**config.mk**
```make
export PLATFORM = sky130hd
export DESIGN_NAME = fifo_rr_drain
export DESIGN_NICKNAME = d
export VERILOG_FILES = /design/src/rtl/fifo_arb_pkg.sv /design/src/rtl/rr_pick.sv /design/src/rtl/fifo_rr_drain.sv
export SDC_FILE = /design/constraint.sdc
export NUM_CORES = 1
export LEC_CHECK = 0
export BUFFER_PORTS_ARGS = -buffer_cell sky130_fd_sc_hd__buf_2
export CAP_MARGIN = 20
export CORE_MARGIN = 1.5
export CORE_UTILIZATION = 29
export DETAILED_ROUTE_END_ITERATION = 10
export PLACE_DENSITY = 0.49
export REMOVE_ABC_BUFFERS = 1
export SLEW_MARGIN = 40
export SYNTH_ARGS = -nofsm -noshare
export SYNTH_HDL_FRONTEND = slang
export SYNTH_SLANG_ARGS = --single-unit
```
**constraint.sdc**
```tcl
create_clock -name clk -period 4.4 [get_ports clk]
set_clock_uncertainty 0.2 [all_clocks]
set_input_delay 0.66 -clock clk [delete_from_list [all_inputs] [get_ports clk]]
set_output_delay 0.66 -clock clk [all_outputs]
set_load 0.02 [all_outputs]
```
**src/rtl/fifo_arb_pkg.sv**
```systemverilog
// Shared defaults and index type for the round-robin FIFO drain arbiter.
package fifo_arb_pkg;

  localparam int unsigned NUM_SRC_DEF = 4;
  localparam int unsigned BURST_DEF   = 4;
  localparam int unsigned SRC_W       = $clog2(NUM_SRC_DEF);

  typedef logic [SRC_W-1:0] src_idx_t;

endpackage

```
**src/rtl/rr_pick.sv**
```systemverilog
// Combinational rotating priority encoder: first set request at or after start_i, wrapping.
module rr_pick #(
  parameter int unsigned N = 4,
  parameter int unsigned W = (N > 1) ? $clog2(N) : 1
) (
  input  logic [N-1:0] req_i,
  input  logic [W-1:0] start_i,
  output logic [N-1:0] gnt_o,
  output logic [W-1:0] idx_o,
  output logic         any_o
);

  always_comb begin
    gnt_o = '0;
    idx_o = '0;
    any_o = 1'b0;
    for (int unsigned i = 0; i < N; i++) begin
      int unsigned j;
      j = (32'(start_i) + i) % N;
      if (!any_o && req_i[j]) begin
        any_o    = 1'b1;
        gnt_o[j] = 1'b1;
        idx_o    = W'(j);
      end
    end
  end

endmodule

```
**src/rtl/fifo_rr_drain.sv**
```systemverilog
// Drains several source FIFOs into one registered output stream, round-robin with
// bounded bursts per source.
module fifo_rr_drain
  import fifo_arb_pkg::*;
#(
  parameter int unsigned NUM_SRC    = NUM_SRC_DEF,
  parameter int unsigned DATA_WIDTH = 8,
  parameter int unsigned BURST      = BURST_DEF,
  localparam int unsigned SrcW      = $clog2(NUM_SRC)
) (
  input  logic                                clk,
  input  logic                                reset_n,
  input  logic [NUM_SRC-1:0]                  src_empty,
  input  logic [NUM_SRC-1:0][DATA_WIDTH-1:0]  src_rdata,
  input  logic [NUM_SRC-1:0]                  src_en,
  output logic [NUM_SRC-1:0]                  src_rd,
  output logic                                out_valid,
  input  logic                                out_ready,
  output logic [DATA_WIDTH-1:0]               out_data,
  output logic [SrcW-1:0]                     out_src
);

  localparam int unsigned    CntW    = (BURST > 1) ? $clog2(BURST) : 1;
  localparam logic [SrcW-1:0] LastIdx = SrcW'(NUM_SRC - 1);
  localparam logic [CntW-1:0] BcntMax = CntW'(BURST - 1);

  logic                  out_valid_q, out_valid_d;
  logic [DATA_WIDTH-1:0] out_data_q, out_data_d;
  logic [SrcW-1:0]       out_src_q, out_src_d;
  logic [SrcW-1:0]       cur_q, cur_d;
  logic [CntW-1:0]       bcnt_q, bcnt_d;
  logic                  bact_q, bact_d;

  logic [NUM_SRC-1:0] cand;
  logic [NUM_SRC-1:0] pick_gnt;
  logic [NUM_SRC-1:0] cur_oh;
  logic [SrcW-1:0]    pick_idx;
  logic [SrcW-1:0]    start;
  logic [SrcW-1:0]    sel;
  logic               pick_any;
  logic               load;
  logic               cont;
  logic               fire;

  assign load   = ~out_valid_q | out_ready;
  assign cand   = ~src_empty & src_en;
  assign cont   = bact_q & cand[cur_q] & (bcnt_q != BcntMax);
  // Search starts just past the last grant so the current source is checked last.
  assign start  = (cur_q == LastIdx) ? '0 : cur_q + 1'b1;
  assign cur_oh = NUM_SRC'(1) << cur_q;
  assign fire   = reset_n & load & pick_any;
  assign sel    = cont ? cur_q : pick_idx;

  rr_pick #(
    .N (NUM_SRC),
    .W (SrcW)
  ) u_rr_pick (
    .req_i   (cand),
    .start_i (start),
    .gnt_o   (pick_gnt),
    .idx_o   (pick_idx),
    .any_o   (pick_any)
  );

  always_comb begin
    src_rd = '0;
    if (fire) begin
      src_rd = cont ? cur_oh : pick_gnt;
    end
  end

  always_comb begin
    out_valid_d = out_valid_q;
    out_data_d  = out_data_q;
    out_src_d   = out_src_q;
    cur_d       = cur_q;
    bcnt_d      = bcnt_q;
    bact_d      = bact_q;
    if (fire) begin
      out_valid_d = 1'b1;
      out_data_d  = src_rdata[sel];
      out_src_d   = sel;
      cur_d       = sel;
      bact_d      = 1'b1;
      bcnt_d      = cont ? bcnt_q + 1'b1 : '0;
    end else if (load) begin
      out_valid_d = 1'b0;
      bact_d      = 1'b0;
      bcnt_d      = '0;
    end
  end

  always_ff @(posedge clk or negedge reset_n) begin
    if (!reset_n) begin
      out_valid_q <= 1'b0;
      out_data_q  <= '0;
      out_src_q   <= '0;
      cur_q       <= LastIdx;
      bcnt_q      <= '0;
      bact_q      <= 1'b0;
    end else begin
      out_valid_q <= out_valid_d;
      out_data_q  <= out_data_d;
      out_src_q   <= out_src_d;
      cur_q       <= cur_d;
      bcnt_q      <= bcnt_d;
      bact_q      <= bact_d;
    end
  end

  assign out_valid = out_valid_q;
  assign out_data  = out_data_q;
  assign out_src   = out_src_q;

endmodule
```
==> impl_metrics.prom <==
# TYPE chip_impl_metric gauge
chip_impl_info{name="synth_top_cells_by_count",value="19 x mux2i_1, 14 x nand2_1, 13 x dfrtp_1"} 1
chip_impl_metric{name="max_ir_drop_vdd",unit="uV"} 254
chip_impl_metric{name="syn_avg_cell_area",unit="sq um"} 9.24
chip_impl_metric{name="buffer_ports.inserted",unit=""} 57
chip_impl_info{name="crit_start",value="cur_q[0]$_DFFE_PN1P_"} 1
chip_impl_metric{name="number_of_cell_rows",unit=""} 25
chip_impl_metric{name="synth.yosys.seq_area_share",unit=""} 0.260
chip_impl_metric{name="yosys_warnings",unit=""} 0
chip_impl_metric{name="post_synth_inst_count",unit=""} 157
chip_impl_metric{name="grt_pass1_wl",unit="um"} 5690
chip_impl_metric{name="timing.critical_path.required",unit="ps"} 3540
chip_impl_metric{name="setup-violations-final",unit=""} 0
chip_impl_metric{name="largest_net_degree_at_the_start_of_global_routing",unit=""} 24
chip_impl_metric{name="finalCritPeriodShare",unit=""} 0.899
chip_impl_metric{name="clkPwrFrac",unit=""} 0.082
chip_impl_info{name="synthMostInstantiatedCell",value="mux2i_1"} 1
chip_impl_metric{name="cts.repair_timing.setup_buffer_count",unit=""} 0
chip_impl_metric{name="power_density",unit="nW/um^2"} 735
chip_impl_metric{name="die_w",unit="um"} 73.7
chip_impl_metric{name="synth.ff_latch_count",unit=""} 15
chip_impl_metric{name="post_dp_cell_area",unit="sq um"} 1840
chip_impl_metric{name="antenna_cells",unit=""} 0
chip_impl_metric{name="max-slew-margin-rel",unit=""} 0.519
chip_impl_metric{name="synth_async_sr_flop_share",unit=""} 1.00
chip_impl_metric{name="flow.area_growth_from_synthesis",unit="%"} 29.7
chip_impl_metric{name="max_clock_freq",unit="GHz"} 0.253
chip_impl_metric{name="cpPeakStageDelay",unit="ps"} 680
chip_impl_metric{name="drt_drc_violations_left",unit=""} 0
chip_impl_metric{name="cts.htree.levels",unit=""} 1
chip_impl_metric{name="pwr-share-comb",unit=""} 0.731
chip_impl_info{name="setup.worst_path.end_class",value="output pin"} 1
chip_impl_metric{name="cp_arrival",unit="ps"} 3100
chip_impl_metric{name="worst_slack",unit="ps"} 442
chip_impl_metric{name="grt-ovfl-total",unit=""} 0
chip_impl_metric{name="clock_latency",unit="ps"} 250
chip_impl_metric{name="critical_path_depth",unit=""} 9
chip_impl_metric{name="netlist-cell-type-count",unit=""} 44
chip_impl_metric{name="layout-drive-gt1-share",unit=""} 0.387
chip_impl_info{name="post_synth_main_area_contributors",value="dfrtp_1 22%, mux2i_1 13%, ha_1 7.8%"} 1
chip_impl_metric{name="synth_edf_count",unit=""} 0
chip_impl_metric{name="post_drt_wl_per_cell",unit="um"} 12.9
chip_impl_metric{name="first_iter_violations",unit=""} 99
chip_impl_metric{name="antenna_violations_before_repair",unit=""} 0
chip_impl_metric{name="leak_pwr",unit="nW"} 0.951
chip_impl_metric{name="num-fill-cells",unit=""} 486
chip_impl_metric{name="via_per_inst",unit=""} 4.94
chip_impl_metric{name="ctsResizeCount",unit=""} 0
chip_impl_metric{name="power",unit="W"} 0.00138
chip_impl_info{name="grt_setup_unrepaired",value="false"} 1
chip_impl_metric{name="core_area",unit="sq um"} 4790
chip_impl_info{name="critPathSlowestCell",value="dfstp_2"} 1
chip_impl_metric{name="drt_pre_antenna_iters",unit=""} 7
chip_impl_info{name="crit_path_start_kind",value="flop"} 1
chip_impl_metric{name="synth_top_area_share",unit=""} 0.224
chip_impl_metric{name="fin_crit",unit="ps"} 3960
chip_impl_info{name="timing.rr.start",value="cur_q[0]$_DFFE_PN1P_"} 1
chip_impl_info{name="worstSetupPathType",value="reg -> out"} 1
chip_impl_metric{name="cp_max_fo",unit=""} 13
chip_impl_metric{name="hold_ws",unit="ps"} 123
chip_impl_metric{name="postCtsHoldBufs",unit=""} 0
chip_impl_metric{name="cts_max_path_buffers",unit=""} 2
chip_impl_metric{name="layoutNonFillerInstCount",unit=""} 284
chip_impl_metric{name="num_io_pins",unit=""} 58
chip_impl_metric{name="drv.max_cap_violation_count",unit=""} 0
chip_impl_metric{name="worst-r2r-cell-count",unit=""} 9
chip_impl_metric{name="cts_inserted_buffers",unit=""} 3
chip_impl_metric{name="clock_sink_count",unit=""} 15
chip_impl_metric{name="initial_core_util",unit=""} 0.303
chip_impl_metric{name="cellInternalPower",unit="W"} 0.000722
chip_impl_metric{name="final_nets",unit=""} 270
chip_impl_metric{name="pre_cts_slack",unit="ps"} 739
chip_impl_metric{name="power_switching",unit="W"} 0.000661
chip_impl_metric{name="first_global_vias",unit=""} 1218
chip_impl_info{name="synth_top_cell_by_area",value="dfrtp_1"} 1
chip_impl_info{name="critical_path.cell_chain",value="ha_1 -> or2_2 -> mux2i_1 -> a211oi_1 -> a21boi_1 -> o21ai_0 -> o21a_1 -> nor2_1 -> buf_2"} 1
chip_impl_metric{name="total_die_area",unit="sq um"} 5440
chip_impl_metric{name="placed_cells",unit=""} 280
chip_impl_metric{name="cp_num_buf_inv",unit=""} 1
chip_impl_metric{name="finalInstanceArea",unit="sq um"} 1880
chip_impl_info{name="outcome",value="finished clean"} 1
chip_impl_metric{name="pwr-share-seq",unit=""} 0.188
chip_impl_info{name="worstHoldPathType",value="in -> async"} 1
chip_impl_info{name="tritoncts_clock_tree",value="done"} 1
chip_impl_metric{name="post_synth_instance_area",unit="sq um"} 1450
chip_impl_info{name="cp_top_family",value="compound AO/OA/AOI/OAI gates"} 1
chip_impl_metric{name="gp_congestion",unit=""} 0.829
chip_impl_metric{name="cts_clock_pin_slew_for_the_worst_setup_and_hold_paths",unit="ps"} 70
chip_impl_metric{name="grt.total_usage",unit=""} 0.133
chip_impl_metric{name="routed-via-count",unit=""} 1404
chip_impl_info{name="ctsRootBufferMaster",value="clkbuf_8"} 1
chip_impl_metric{name="sw_frac_of_total",unit=""} 0.478
chip_impl_metric{name="totalWireLength",unit="um"} 3660
chip_impl_metric{name="dieHeight",unit="um"} 73.7
chip_impl_metric{name="final_report_hold_violation_count",unit=""} 0
chip_impl_metric{name="maxSlewViolCount",unit=""} 0
chip_impl_info{name="synthFlopType",value="dfrtp_1"} 1
chip_impl_metric{name="timing_worst_slew_pin_value",unit="ps"} 718
chip_impl_metric{name="antenna_left",unit=""} 0
chip_impl_metric{name="hpwl",unit="um"} 2880
[power by group through the flow]
stage / clock (W) / sequential [W] / combinational (W)
floorplan: 0 / 0.000312 / 0.000697
global placement: 0 / 0.000258 / 0.00102
detailed placement: 0 / 0.000260 / 0.00101
CTS: 0.000118 / 0.000260 / 0.00102
global route: 0.000123 / 0.000270 / 0.00110
finish: 0.000113 / 0.000260 / 0.00101
[layout make-up]
cell class,count,area (sq um),area share
clock inverters,1,5.00,0.00266
inverters,3,11.3,0.00598
multi-input cells,134,1050,0.557
flip-flops and latches,15,378,0.201
well taps,67,83.8,0.0445
repair buffers,61,315,0.168
clock buffers,3,41.3,0.0219
[worst reg2reg max path: cells and delay by family (launching register included)]
family	cells	cell delay, ps
compound gates	3	860
fa+ha+maj	1	300
flops	1	440
mux	3	1350
simple gates	2	460
[per-stage QoR]
step | utilization | TNS (ps)
after global placement | 0.384 | 0
after global routing | 0.393 | 0
after detailed placement | 0.384 | 0
final | 0.393 | 0
after CTS | 0.393 | 0
after floorplan | - | -767
[logic make-up (layout without fill, tap and decap cells)]
group | count (synthesis) | after routing | share of synthesized area
buf+inv | 8 | 68 | 0.0310
fa+ha+maj | 9 | 9 | 0.0776
flops | 15 | 15 | 0.260
compound gates | 49 | 49 | 0.245
mux | 30 | 30 | 0.227
simple gates | 46 | 46 | 0.159
[flip-flops by register name, summed over array words and instances (netlist names)]
signal,count
cur_q,2
out_src,2
bcnt_q,2
out_data,8
bact_q,1
[cells in the final DEF (no fill, tap or decap), types with 4 or more instances in the layout]
cell type	count
buf_4	4
mux2_2	9
o21ai_0	6
ha_1	9
nand2_1	14
a211oi_1	5
dfrtp_1	13
a21oi_1	8
buf_2	57
nor2b_1	6
o21ai_1	8
nor2_1	9
a222oi_1	4
nand2b_1	5
mux2i_1	19
[per-layer routing]
layer | global-route usage | routed length, um | vias to the layer above
li1 | - | - | 719
met5 | 0 | 0 | -
met4 | 0.0412 | 45 | 0
met3 | 0.0247 | 192 | 6
met1 | 0.181 | 1730 | 636
met2 | 0.212 | 1700 | 43
[worst paths after layout]
check	to	slack, ps
worst max-delay path	src_rd[3]	440
worst min-delay path	out_data[1]$_DFFE_PN0P_	120
worst max register to register	out_data[0]$_DFFE_PN0P_	730
worst min register to register	out_src[1]$_DFFE_PN0P_	280
max in group asynchronous	cur_q[0]$_DFFE_PN1P_	3550
min in group clk	out_src[1]$_DFFE_PN0P_	280
(Power assumes the default switching activity.)
